## src/rtl/mem_x_arbiter.sv

```systemverilog
// Round-robin arbiter sharing one single-port scratch memory among NUM_REQ burst-capable requesters.
// Latency: grant and memory command are combinational in the request cycle; read response one cycle later.
// Backpressure: req_ready is one-hot to the winner or lock owner; all other requesters wait with valid held.
module mem_x_arbiter #(
    parameter int NUM_REQ = 3,
    parameter int WIDTH   = 64,
    parameter int LENGTH  = 4096,
    parameter int IDW     = $clog2(NUM_REQ)
) (
    input  logic                     clk,
    input  logic                     rst_n,
    input  logic [NUM_REQ-1:0]       req_valid,
    input  logic [NUM_REQ-1:0]       req_write,
    input  logic [NUM_REQ-1:0]       req_last,
    input  logic [NUM_REQ*32-1:0]    req_addr,
    input  logic [NUM_REQ*WIDTH-1:0] req_wdata,
    output logic [NUM_REQ-1:0]       req_ready,
    output logic [NUM_REQ-1:0]       rsp_valid,
    output logic                     rsp_err,
    output logic [WIDTH-1:0]         rsp_data,
    output logic                     mem_write_en,
    output logic [31:0]              mem_addr,
    output logic [WIDTH-1:0]         mem_data_in,
    input  logic [WIDTH-1:0]         mem_data_out
);

    typedef enum logic {IDLE, LOCKED} state_t;

    state_t           state_q, state_d;
    logic [IDW-1:0]   owner_q, owner_d;
    logic [IDW-1:0]   rr_ptr_q, rr_ptr_d;
    logic [IDW-1:0]   win_idx, probe, gnt_idx;
    logic             found, gnt_vld;
    logic             sel_write, sel_last, in_range;
    logic [31:0]      sel_addr;
    logic             rd_issue, rd_err;
    logic [WIDTH-1:0] rsp_data_q;

    logic [31:0]      addr_a  [NUM_REQ];
    logic [WIDTH-1:0] wdata_a [NUM_REQ];

    for (genvar g = 0; g < NUM_REQ; g++) begin : g_unpack
        assign addr_a[g]  = req_addr[32*g +: 32];
        assign wdata_a[g] = req_wdata[WIDTH*g +: WIDTH];
    end

    function automatic logic [IDW-1:0] inc_wrap(input logic [IDW-1:0] idx);
        if (int'(idx) == NUM_REQ - 1) return '0;
        return idx + 1'b1;
    endfunction

    // Owner selection and lock/pointer next-state; grant is suppressed while reset is asserted.
    always_comb begin
        state_d  = state_q;
        owner_d  = owner_q;
        rr_ptr_d = rr_ptr_q;
        found    = 1'b0;
        win_idx  = rr_ptr_q;
        probe    = rr_ptr_q;
        gnt_vld  = 1'b0;
        gnt_idx  = owner_q;
        for (int i = 0; i < NUM_REQ; i++) begin
            if (!found && req_valid[probe]) begin
                found   = 1'b1;
                win_idx = probe;
            end
            probe = inc_wrap(probe);
        end
        case (state_q)
            IDLE: begin
                gnt_vld = found;
                gnt_idx = win_idx;
            end
            LOCKED: begin
                gnt_vld = req_valid[owner_q];
                gnt_idx = owner_q;
            end
            default: ;
        endcase
        if (!rst_n) gnt_vld = 1'b0;
        if (gnt_vld) begin
            if (req_last[gnt_idx]) begin
                state_d  = IDLE;
                rr_ptr_d = inc_wrap(gnt_idx);
            end else begin
                state_d = LOCKED;
                owner_d = gnt_idx;
            end
        end
    end

    // Memory command and grant driven straight from the granted requester's inputs.
    always_comb begin
        sel_write    = req_write[gnt_idx];
        sel_last     = req_last[gnt_idx];
        sel_addr     = addr_a[gnt_idx];
        in_range     = sel_addr < 32'(LENGTH);
        req_ready    = '0;
        mem_write_en = 1'b0;
        mem_addr     = '0;
        mem_data_in  = '0;
        rd_issue     = 1'b0;
        rd_err       = 1'b0;
        if (gnt_vld) begin
            req_ready[gnt_idx] = 1'b1;
            mem_write_en       = sel_write & in_range;
            // Out-of-range reads are pointed at word 0 so the memory never sees a bad address.
            mem_addr           = (!sel_write && !in_range) ? 32'd0 : sel_addr;
            mem_data_in        = wdata_a[gnt_idx];
            rd_issue           = ~sel_write;
            rd_err             = ~sel_write & ~in_range;
        end
    end

    // Arbitration state: lock owner and round-robin pointer.
    always_ff @(posedge clk or negedge rst_n) begin
        if (!rst_n) begin
            state_q  <= IDLE;
            owner_q  <= '0;
            rr_ptr_q <= '0;
        end else begin
            state_q  <= state_d;
            owner_q  <= owner_d;
            rr_ptr_q <= rr_ptr_d;
        end
    end

    // Response tracking: flag the read issued last cycle and hold the last returned data.
    always_ff @(posedge clk or negedge rst_n) begin
        if (!rst_n) begin
            rsp_valid  <= '0;
            rsp_err    <= 1'b0;
            rsp_data_q <= '0;
        end else begin
            rsp_valid <= rd_issue ? req_ready : '0;
            rsp_err   <= rd_err;
            if (|rsp_valid) rsp_data_q <= rsp_data;
        end
    end

    // Memory output is only valid in the response cycle, so pass it through then and hold it afterwards.
    assign rsp_data = (|rsp_valid) ? (rsp_err ? '0 : mem_data_out) : rsp_data_q;

    // sel_last is consumed through req_last in the next-state logic; kept for readability of the command path.
    logic unused_sel_last;
    assign unused_sel_last = sel_last;

endmodule

```

## config.mk

```make
export PLATFORM = sky130hd
export DESIGN_NAME = mem_x_arbiter
export DESIGN_NICKNAME = d
export VERILOG_FILES = /design/src/rtl/mem_x_arbiter.sv
export SDC_FILE = /design/constraint.sdc
export NUM_CORES = 1
export LEC_CHECK = 0
export CAP_MARGIN = 20
export CORE_AREA = 10 10 196 198
export CTS_CLUSTER_SIZE = 14
export DETAILED_ROUTE_END_ITERATION = 6
export DIE_AREA = 0 0 206 208
export DONT_BUFFER_PORTS = 1
export SETUP_SLACK_MARGIN = 0.5
export SYNTH_ARGS = -nofsm -noshare
export SYNTH_HDL_FRONTEND = slang
export SYNTH_SLANG_ARGS = --single-unit
```

## constraint.sdc

```tcl
create_clock -name clk -period 4.6 [get_ports clk]
set_clock_uncertainty 0.15 [all_clocks]
set_input_delay 0.92 -clock clk [delete_from_list [all_inputs] [get_ports clk]]
set_output_delay 0.92 -clock clk [all_outputs]
set_load 0.005 [all_outputs]
```

After elaboration in Yosys (flattened, before gate mapping)
Cells that the tools add are included.
Word-level totals
  logic and storage cells: 88
  bits of input ports: 363
  register bits after elaboration: 73
  output and inout port bits: 168
Operators by class
  multiplexer cells: 50
  magnitude comparators: 8
  add/sub/neg operators: 3
  equality and inequality tests: 3
  reduce and logical (&&, ||, !) cells: 11
  bitwise logic cells: 7
Operators by type and width (number)
  2-to-1 mux 64 bit: 5
  binary-select mux 64 bit (select 2 bit): 1
  2-to-1 mux 32 bit: 4
  binary-select mux 32 bit (select 2 bit): 1
  < comparator 32 x 13 -> 1 bit, second input constant: 1
  2-to-1 mux 1 bit: 20
  2-to-1 mux 2 bit: 8
  < comparator 2 x 3 -> 1 bit, second input constant: 5
  binary-select mux 1 bit (select 2 bit): 6
  adder 2 x 1 -> 2 bit, second input constant: 3
  equality test 2 bit, second input constant: 3
  2-to-1 mux 3 bit: 2
  logical AND 1 bit: 4
  logical NOT 1 bit: 4
  NOT 1 bit: 4
  case mux 2 bit (2 select lines): 1
  AND reduction 2 bit: 2
  >= comparator 3 bit, second input constant: 1
  NOT 2 -> 3 bit: 1
  OR reduction 3 bit: 1
  AND 1 bit: 2
  demux 1 bit (select 2 bit): 1
  >= comparator 2 x 1 -> 1 bit, second input constant: 1
  case mux 1 bit (2 select lines): 1

Longest topological paths before layout
Gate-level depths: netlist (run 1).
  word-level depth: 20
  mapped depth: 12
  gate-level depth less buffers: 8

Least setup slack after synthesis (run 1)
No wires, ideal clock.
  path type: input port to output port
  start: in req_valid[2]
  end: out mem_addr[10]
  buffers on the path: 2
  data required time: 3.530 ns
  data arrival time: 2.676 ns
  path slack: 0.854 ns
  cell stages on the path: 10
  cells stage by stage: nor2_1 a2111oi_4 or2_1 buf_6 o41ai_2 o221ai_2 a2111oi_4 a31oi_1 buf_6 nor2_1
On the way
  cells in the longest elaborated chain, start to end: 19
  elaborated cells between the ends (all ways): 32
  those cells by class: 1 x order compare; 23 x mux; 1 x bitwise; 7 x reduce/logical
Ends and longest elaborated chain
  start: declaration: RTL line 12  | input logic [NUM_REQ-1:0] req_valid,
  binary-select mux 1 bit (select 2 bit): RTL line 63  | if (!found && req_valid[probe]) begin
  2-to-1 mux 1 bit (not written as such): RTL line 63
  2-to-1 mux 1 bit: RTL line 63
  logical NOT 1 bit: RTL line 63
  logical AND 1 bit: RTL line 63
  2-to-1 mux 1 bit: RTL line 63
  logical NOT 1 bit: RTL line 63
  logical AND 1 bit: RTL line 63
  (+2 left out)
  NOT 2 -> 3 bit (not written as such): RTL line 96  | sel_addr = addr_a[gnt_idx];
  binary-select mux 32 bit (select 2 bit): RTL line 96
  2-to-1 mux 32 bit (not written as such) (2 in series): RTL line 96
  < comparator 32 x 13 -> 1 bit: RTL line 97  | in_range = sel_addr < 32'(LENGTH);
  logical NOT 1 bit: RTL line 108  | mem_addr = (!sel_write && !in_range) ? 32'd0 : sel_addr;
  logical AND 1 bit: RTL line 108
  2-to-1 mux 32 bit: RTL line 108
  2-to-1 mux 32 bit (*): RTL line 104  | if (gnt_vld) begin
  end: declaration: RTL line 22  | output logic [31:0] mem_addr,
Mark *: on every way between the ends. The rest lies on a longest branch, timed or not. The select of a mux whose other input is x is not followed.

Worst setup path in the final report (run 1)
  start: in req_valid[2]
  end: out mem_addr[6]
The elaborated chain is that of the path after synthesis.

==> results of run 1 <==
-- report_power, final --
| part | switching (W) | total [W] | internal [W] | leakage [nW] |
|---|---|---|---|---|
| logic | 0.00260 | 0.00380 | 0.00120 | 1.78 |
| clock network | 0.000270 | 0.000718 | 0.000447 | 0.148 |
| registers | 0.000142 | 0.00107 | 0.000931 | 0.919 |
| total | 0.00301 | 0.00559 | 0.00258 | 2.84 |
-- synth_stat cells, types with 2 or more instances --
cell	count	area share, %
sky130_fd_sc_hd__nor2_1	104	6.3
sky130_fd_sc_hd__buf_6	3	0.55
sky130_fd_sc_hd__clkbuf_1	57	3.5
sky130_fd_sc_hd__nor3_1	9	0.73
sky130_fd_sc_hd__nand3_1	5	0.41
sky130_fd_sc_hd__and3_1	2	0.20
sky130_fd_sc_hd__mux2i_1	5	0.81
sky130_fd_sc_hd__a2111oi_0	3	0.43
sky130_fd_sc_hd__buf_2	20	1.6
sky130_fd_sc_hd__nand2b_1	66	6.7
sky130_fd_sc_hd__dfrtp_1	73	30
sky130_fd_sc_hd__a21oi_1	199	16
sky130_fd_sc_hd__or4_1	2	0.24
sky130_fd_sc_hd__a211oi_1	2	0.24
sky130_fd_sc_hd__o211ai_1	2	0.24
sky130_fd_sc_hd__or3_1	3	0.30
sky130_fd_sc_hd__o41ai_1	2	0.28
sky130_fd_sc_hd__a2111oi_4	2	0.89
sky130_fd_sc_hd__o21ai_0	136	11
sky130_fd_sc_hd__nand2_1	267	16
sky130_fd_sc_hd__buf_1	6	0.36
sky130_fd_sc_hd__nor2_2	2	0.20
sky130_fd_sc_hd__nor4_1	4	0.41
-- kinds of logic after synthesis --
logic type,Yosys count,synth area share [%]
flops,73,29.6
mux,5,0.810
compound gates,358,31.1
simple gates,470,32.5
buf+inv,87,6.06
-- state kept, by name, summed over array words and instances (netlist names) --
register    count
state_q         1
rr_ptr_q        2
rsp_err         1
rsp_valid       3
owner_q         2
rsp_data_q     64
-- metal layers --
layer	track usage [%]	up-vias	wire length, um
met3	4.20	47	3650
li1	-	3278	-
met2	29.2	536	19000
met1	18.5	3370	13800
met4	4.54	6	1040
met5	0	-	51
-- through the flow --
stage	power (W)	hold slack (ps)	worst slack, ps
3_3_place_gp	0.00466	302	588
5_1_grt	0.00612	103	492
3_5_place_dp	0.00474	310	492
4_1_cts	0.00552	109	497
6_report	0.00559	133	530
2_1_floorplan	0.00368	289	854
-- final cells by class --
| type | instances | share of cell area [%] |
|---|---|---|
| Timing Repair Buffer | 29 | 4.22 |
| Sequential cell | 73 | 25.7 |
| Clock inverter | 4 | 0.721 |
| Tap cell | 455 | 8.01 |
| Antenna cell | 4 | 0.141 |
| Clock buffer | 11 | 3.55 |
| Multi-Input combinational cell | 836 | 57.6 |
| Inverter | 1 | 0.0528 |
-- path summary, 6_finish.rpt --
kind,slack [ps],depth (start not counted),from,end
worst max register to register,1790,10,rr_ptr_q[0],rsp_err
max in group asynchronous,4040,0,rst_n,state_q
worst min register to register,320,2,rsp_data_q[31],rsp_data_q[31]
min in group clk,320,2,rsp_data_q[31],rsp_data_q[31]
worst min-delay path,130,0,rst_n,rsp_data_q[22]
worst max-delay path,530,11,req_valid[2],mem_addr[6]
-- worst max-delay path: stages --
cell and delay, ps:
sky130_fd_sc_hd__nor2_2 120, sky130_fd_sc_hd__a2111oi_4 60, sky130_fd_sc_hd__buf_4 160, sky130_fd_sc_hd__or2_2 330, sky130_fd_sc_hd__buf_4 150, sky130_fd_sc_hd__o211ai_1 200, sky130_fd_sc_hd__nand2_1 150, sky130_fd_sc_hd__a2111oi_4 370
sky130_fd_sc_hd__a31oi_1 170, sky130_fd_sc_hd__buf_6 190, sky130_fd_sc_hd__nor2_1 160
-- repair_timing --
action,CTS,global route
endpoints found under the setup margin,13,73
pin swaps,0,6
resized for setup,2,18
hold buffers,0,0
buffers inserted,0,7
cloned,2,1
==> reports/qor.csv, run 1 <==
stage;metric;value;unit
drt;first_iter_violations;746;
cts;clock_latency;330;ps
synth;synth_top_flop_cell;sky130_fd_sc_hd__dfrtp_1;
cts;cts_max_path_buffers;2;
synth;post_synth.cell_area_avg;6.22;sq um
cts;ctsHtreeMaxLevel;3;
synth;yosys_warning_total;0;
placed_design;dp_hpwl;31.3;mm
synth;synth_cells;993;
grt;largest_net_degree_at_the_start_of_global_routing;133;
floorplan;initial_core_utilization;18.0;%
final_layout;multi_input_comb_area;4090;sq um
final_layout;layout_common_cells;sky130_fd_sc_hd__nand2_1, sky130_fd_sc_hd__a21oi_1, sky130_fd_sc_hd__o21ai_0, sky130_fd_sc_hd__nor2_1, sky130_fd_sc_hd__dfrtp_1;
timing;totalNegativeSetupSlack;0;ps
drt;post-route-drc-count;0;
placed_design;place_congestion;0.947;
floorplan;die_height;208;um
grt;grtUsageTotal;16.3;%
timing;finalCritPeriodShare;88.5;%
placed_design;placed_cells;1384;
timing;setup_viol;0;
drt;num_vias;7237;
final_layout;flow.area_growth_from_synthesis;15.1;%
power_and_ir_drop;peakVddDrop;0.277;mV
timing;slew_headroom;50.9;%
timing;drv_slew;0;
grt;antenna_found_initial;8;
floorplan;fp.dieW;206;um
cts;cts_sinks;73;
floorplan;ioPinCount;531;
placed_design;detailed_place.area;6650;sq um
run;max-cap-violations;0;
final_layout;register_area;1830;sq um
timing;clock.fmax;0.246;GHz
final_layout;final_common_cell;sky130_fd_sc_hd__nand2_1;
floorplan;placementRows;68;
timing;post-route-min-period;4070;ps
grt;grt_pass1_wl;52.0;mm
drt;wl_per_instance;26.6;um
cts;clk_pin_slew_worst_paths;60;ps
power_and_ir_drop;p_leak;2.84;nW
final_layout;final_cell_area;7110;sq um
timing;worst_pin_slew;736;ps
timing;grt_setup_unrepaired;false;
final_layout;fin_cells;1413;
placed_design;io_buffer_count;0;
final_layout;nets;1313;
synth;seq_area_frac_synth;29.6;%
drt;wl;37.6;mm
synth;mappedNetlistArea;6180;sq um
drt;antenna_violating_nets_post_route;0;
final_layout;final_layout_size_suffix_gt1_share;7.86;%
critical_path;worstSetupStartpointType;input pin;
timing;finalHoldViolCount;0;
power_and_ir_drop;power.density_cell_area;786;nW/um^2
grt;grt_residual_overflow;0;
grt;first_global_vias;7053;
critical_path;cp_data_arrival_time;3000;ps
critical_path;crit_fanout;12;
run_status;status;finished, final reports clean;
drt;dr.pass1.iters;6;
synth;synth-seq-cells;73;
final_layout;nFillCells;3936;
synth;post_synth_num_cell_types;42;
floorplan;full_die_area;42800;sq um
cts;tritoncts;built;
final_layout;postLayoutCoreUtil;20.7;%
synth;edff_count_synth;0;
critical_path;worst-endpoint-required;3530;ps
cts;cts_root_buf;sky130_fd_sc_hd__clkbuf_16;
min_path;hold_path.class;in2async;
floorplan;core-area;34400;sq um
cts;cts_inserted_buffers;9;
critical_path;criticalPathCategory;in2out;
synth;async_reset_ff_share;100;%
drt;vias_per_cell;5.12;
synth;net_count_after_synthesis;1356;
critical_path;timing.critical_path.to_type;output pin;
(Power assumes the default switching activity.)
==> run 2: changes to the inputs <==
Settings changed: HOLD_SLACK_MARGIN set to 0.05.
==> results of run 2 <==
No change in the layout: final DEF, timing and power equal those of run 1.
==> edit 1: new RTL, config.mk and constraints of run 1 <==
Set the parameter `WIDTH` to 56 (it was 64).
--- a/src/rtl/mem_x_arbiter.sv
+++ b/src/rtl/mem_x_arbiter.sv
@@ -3,7 +3,7 @@
 // Backpressure: req_ready is one-hot to the winner or lock owner; all other requesters wait with valid held.
 module mem_x_arbiter #(
     parameter int NUM_REQ = 3,
-    parameter int WIDTH   = 64,
+    parameter int WIDTH   = 56,
     parameter int LENGTH  = 4096,
     parameter int IDW     = $clog2(NUM_REQ)
 ) (
Interface: changed (resized mem_data_in, mem_data_out, req_wdata and rsp_data); port bits go from 531 to 483. The function was not compared with the original's and may differ.
==> edit 1 against run 1 <==
- clock power grew 20%
- worst hold slack lost 2.3 ps
- final cell count shrank 6.3%
- worst setup slack gained 110 ps
- fmax grew 2.8%
- non-clock buffer count shrank 9
- sequential cell count shrank 8
- synthesized area shrank 7.5%
- power shrank 1.4%
- global-route usage shrank 2.0 points
- sequential power shrank 8%
- first-iteration DRC count shrank 25%
- cell area shrank 8.1%
- wire length shrank 12%
==> edit 1: results (changes against run 1) <==
| Metric | Value |
|---|---|
| Largest regs | rsp_data_q (56), rsp_valid (3) |
| Via count | 6462 (-11%) |
| Area of the multi-input gates | 3740 um^2 (-8.7%) |
| Least-Margin Pin Slew | 815 ps (+78.8 ps) |
| Fillers | 3922 (-0.36%) |
| Power Total | 5.51 mW (-1.4%) |
| Largest net degree at the start of global routing | 169 (+27%) |
| Setup crit end | mem_addr[15] |
| Initial antenna violation count | 9 (+1) |
| Critical path arrival | 2890 ps (-110 ps) |
| Wl on met1 | 13100 um (-5.3%) |
| Nets@finish | 1186 (-9.7%) |
| Fin worst setup slack | 642 ps (+112 ps) |
| Iter 0 DRT Violations | 560 (-25%) |
| Met2 wire len | 16100 um (-15%) |
| R2r startpoint | rr_ptr_q[1] |
| Synth Area in Compound Gates | 0.311 (+0.000717) |
| Met3 routing resource usage after global routing | 0.0480 (+0.00606) |
| DP HPWL | 27700 um (-11%) |
| DR top layer | met4 |
| Critical path origin | state_q |
| Register-to-Register Path Depth | 8 (-2) |
| R2R Setup Slk | 1980 ps (+190 ps) |
| Post-Synthesis Mean Instance Area | 6.32 um^2 (+1.6%) |
| Worst VDD drop | 390 uV (+41%) |
| Pleak | 2.56 nW (-9.8%) |
| Netlist cell types | 50 (+19%) |
| Status | finished clean |
| GRT Overall Usage | 0.143 (-0.0197) |
| Combinational logic power | 3.67 mW (-3%) |
| GPL Wtd Cong | 0.982 (+3.7%) |
| NetSw | 2.97 mW (-1.4%) |
| GRT met2 Usage | 0.244 (-0.0483) |
| Mux contribution to synthesized area | 0.0127 (+0.00460) |
| Syn Nets | 1235 (-8.9%) |
| Met3 routed wirelength | 3250 um (-11%) |
| Seq/Total Area, Yosys | 0.285 (-0.0110) |
| DP Worst Slack | 444 ps (-48.6 ps) |
edit 1: cell count changes after synthesis, moves of 3 or more:
cell      delta
nor4_1       +8
nand2_1     -23
buf_2        +7
nor2_1      -20
o21ai_0     -22
nand2b_1     -7
or3_1        -3
dfrtp_1      -8
buf_6        +3
a21oi_1     -18
a21oi_2     +10
clkbuf_1    -18
edit 1: cell type report:
type / instances / area share
multi-input combinational: 758 / 0.572
inverter: 1 / 0.000574
sequential: 65 / 0.249
antenna: 9 / 0.00345
clock buffer: 10 / 0.0366
clock inverter: 6 / 0.0211
tap: 455 / 0.0871
timing repair buffer: 20 / 0.0304
edit 1: worst max-delay path: stages (launching register included):
cell     delay [ps]
dfrtp_1         570
nor2_1          130
a32o_1          350
nor2_4          170
buf_4           540
nand2_1         160
a21oi_1         370
a21oi_1          70
nor2_1          150
edit 1: timing repair:
item	4_1_cts	5_1_grt
resized for setup	1	3
endpoints found under the hold margin	0	0
buffers inserted	0	3
pin swaps	0	1
setup endpoints to repair	1	2
==> edit 2: new RTL, flow settings as in run 1 <==
Without the edit above. Make the reset (`rst_n`) synchronous in 2 clocked blocks.
--- a/src/rtl/mem_x_arbiter.sv
+++ b/src/rtl/mem_x_arbiter.sv
@@ -113,7 +113,7 @@
     end
 
     // Arbitration state: lock owner and round-robin pointer.
-    always_ff @(posedge clk or negedge rst_n) begin
+    always_ff @(posedge clk) begin
         if (!rst_n) begin
             state_q  <= IDLE;
             owner_q  <= '0;
@@ -126,7 +126,7 @@
     end
 
     // Response tracking: flag the read issued last cycle and hold the last returned data.
-    always_ff @(posedge clk or negedge rst_n) begin
+    always_ff @(posedge clk) begin
         if (!rst_n) begin
             rsp_valid  <= '0;
             rsp_err    <= 1'b0;
Behaviour: differs if rst_n is asserted again (counterexample within 4 cycles, from zero or initial values and one cycle with rst_n low); with rst_n held inactive, the same outputs for 4 cycles.
==> edit 2 against run 1 <==
- worst setup slack worse by 91 ps
- wire length is 5.6% lower
- utilization is 1.0 points higher
- largest cell class unchanged
- synthesized cell count is 2.3% higher
- synthesized area is 1.0% higher
- critical endpoint is now mem_addr[7]
- sequential cell count stayed put
- cell area is 4.9% higher
Power is not compared: it rests on default switching activity, and its combinational part moved more than twofold at a synthesized area within 25%.
==> edit 2: results (changes against run 1) <==
| Metric | Value |
|---|---|
| DR WL/cell | 24.5 um (-7.9%) |
| Critical path peak fanout | 8 (-4) |
| Register-to-Register Path Depth | 8 (-2) |
| Largest net degree at the start of global routing | 78 (-41%) |
| Seq/Total Area, Yosys | 0.234 (-0.0616) |
| R2R Path End | owner_q[0] |
| Antenna Nets Post-Route | 0 (unchanged) |
| Post-Synthesis Mean Instance Area | 6.14 um^2 (-1.3%) |
| Status | finished clean |
| Share of cells above drive strength 1 | 0.127 (+0.0479) |
| GRT met2 Usage | 0.254 (-0.0380) |
| First-pass GRT wire length | 49200 um (-5.3%) |
| Netlist cell types | 52 (+24%) |
| R2r startpoint | rr_ptr_q[0] |
| Hold depth | 2 |
| Min-delay worst type | flop to flop |
| WHS Endpoint | rr_ptr_q[1] |
| Fillers | 3866 (-1.8%) |
| GRT Overall Usage | 0.151 (-0.0118) |
| Vias per cell | 5.00 (-2.3%) |
| Largest regs | rsp_data_q (64), rsp_valid (3) |
| GPL Wtd Cong | 0.957 (+1.1%) |
| WL final | 35500 um (-5.6%) |
| Nets@finish | 1347 (+2.6%) |
| Synth top cells by count | nand2_1, a21oi_1, nor2_1 |
| Met1 Usage GRT | 0.173 (-0.0115) |
| Post-synthesis async set-or-reset flop share | 0 (-1.00) |
| Placed cell count | 1412 (+2.0%) |
| Clock Latency Late Sink | 340 ps |
| Die ar. | 42800 um^2 (unchanged) |
| Least-Margin Pin Slew | 1010 ps (+276 ps) |
| Synth area leaders | dfxtp_1, a21oi_1, nand2_1 |
| Prevailing post-synth register cell | dfxtp_1 |
| R2R Setup Slk | 1700 ps (-90 ps) |
| Iter 0 DRT Violations | 633 (-15%) |
| Vias in the first global route | 7046 (-0.099%) |
| Total iterations of the first detailed-routing run | 5 (-1) |
| Met3 routing resource usage after global routing | 0.0584 (+0.0165) |
| DP HPWL | 29200 um (-6.5%) |
-- edit 2: cell types whose count changed in the layout (fill, tap and decap cells not counted), moves of 17 or more --
cell,before,now
nor2_1,95,78
buf_4,21,39
and2_1,1,65
dfxtp_1,0,72
a211oi_2,0,24
dfrtp_1,71,0
o21ai_0,135,74
-- edit 2: worst max path at each step --
| stage | startpoint | to | slack, ps | cells after the start |
|---|---|---|---|---|
| after floorplan | req_addr[18] | mem_addr[10] | 690 | 7 |
| after global placement | req_addr[18] | mem_addr[31] | 270 | 8 |
| after detailed placement | req_addr[18] | mem_addr[0] | 150 | 8 |
| after CTS | req_valid[0] | mem_addr[27] | 460 | 8 |
| after global routing | req_valid[0] | mem_addr[7] | 360 | 8 |
| final | req_valid[0] | mem_addr[7] | 440 | 8 |
-- edit 2: cell families (layout without fill, tap and decap cells) --
| group | after synthesis | in the layout | synth area share |
|---|---|---|---|
| buffers and inverters | 100 | 72 | 0.0686 |
| flip-flops | 73 | 73 | 0.234 |
| multiplexers | 3 | 3 | 0.00481 |
| AO/OA/AOI/OAI | 327 | 327 | 0.316 |
| other | 0 | 5 | 0 |
| AND/OR/NAND/NOR | 513 | 513 | 0.377 |
-- edit 2: area by class of cell --
type	instances	area share
inverter	7	0.00352
clock inverter	5	0.00436
tap	455	0.0763
clock buffer	10	0.0320
timing repair buffer	50	0.0703
antenna	5	0.00168
sequential	73	0.196
multi-input combinational	843	0.616
-- edit 2: power groups by stage --
stage	Sequential (mW)	Clock, mW	Combinational, mW
finish	0.728	0.634	1.38
global route	0.735	0.685	1.52
CTS	0.728	0.660	1.35
detailed placement	0.741	0	1.28
global placement	0.738	0	1.27
floorplan	0.727	0	0.931
-- edit 2: critical path, stage by stage --
cell       delay (ps)
or2_4             240
a211o_4           380
and3_4            210
o21a_1            110
a221oi_2          340
o2111ai_4         230
bufbuf_16         350
a211oi_4          290
-- edit 2: timing repair --
action                                  in CTS  in global routing
endpoints found under the setup margin      53                 38
gates cloned                                 3                  0
setup buffers                                8                  5
hold buffers                                 0                  0
pin swaps                                    6                 10
resized for setup                           24                  9
-- edit 2: stage by stage --
stage          worst slack (ps)  hold slack (ps)  cell area [um^2]  power, mW  utilization
2_1_floorplan               687              347              6240       1.66            -
3_3_place_gp                267              389              6790       2.01        0.198
3_5_place_dp                153              393              6790       2.02        0.198
4_1_cts                     461              407              7360       2.74        0.214
5_1_grt                     364              460              7460       2.94        0.217
6_report                    440              405              7460       2.74        0.217
-- edit 2: layer usage --
metal / vias to the layer above / part of all wire
li1: 3354 / -
met1: 3323 / 0.37
met2: 520 / 0.48
met3: 43 / 0.12
met4: 2 / 0.022
met5: - / 0.00037
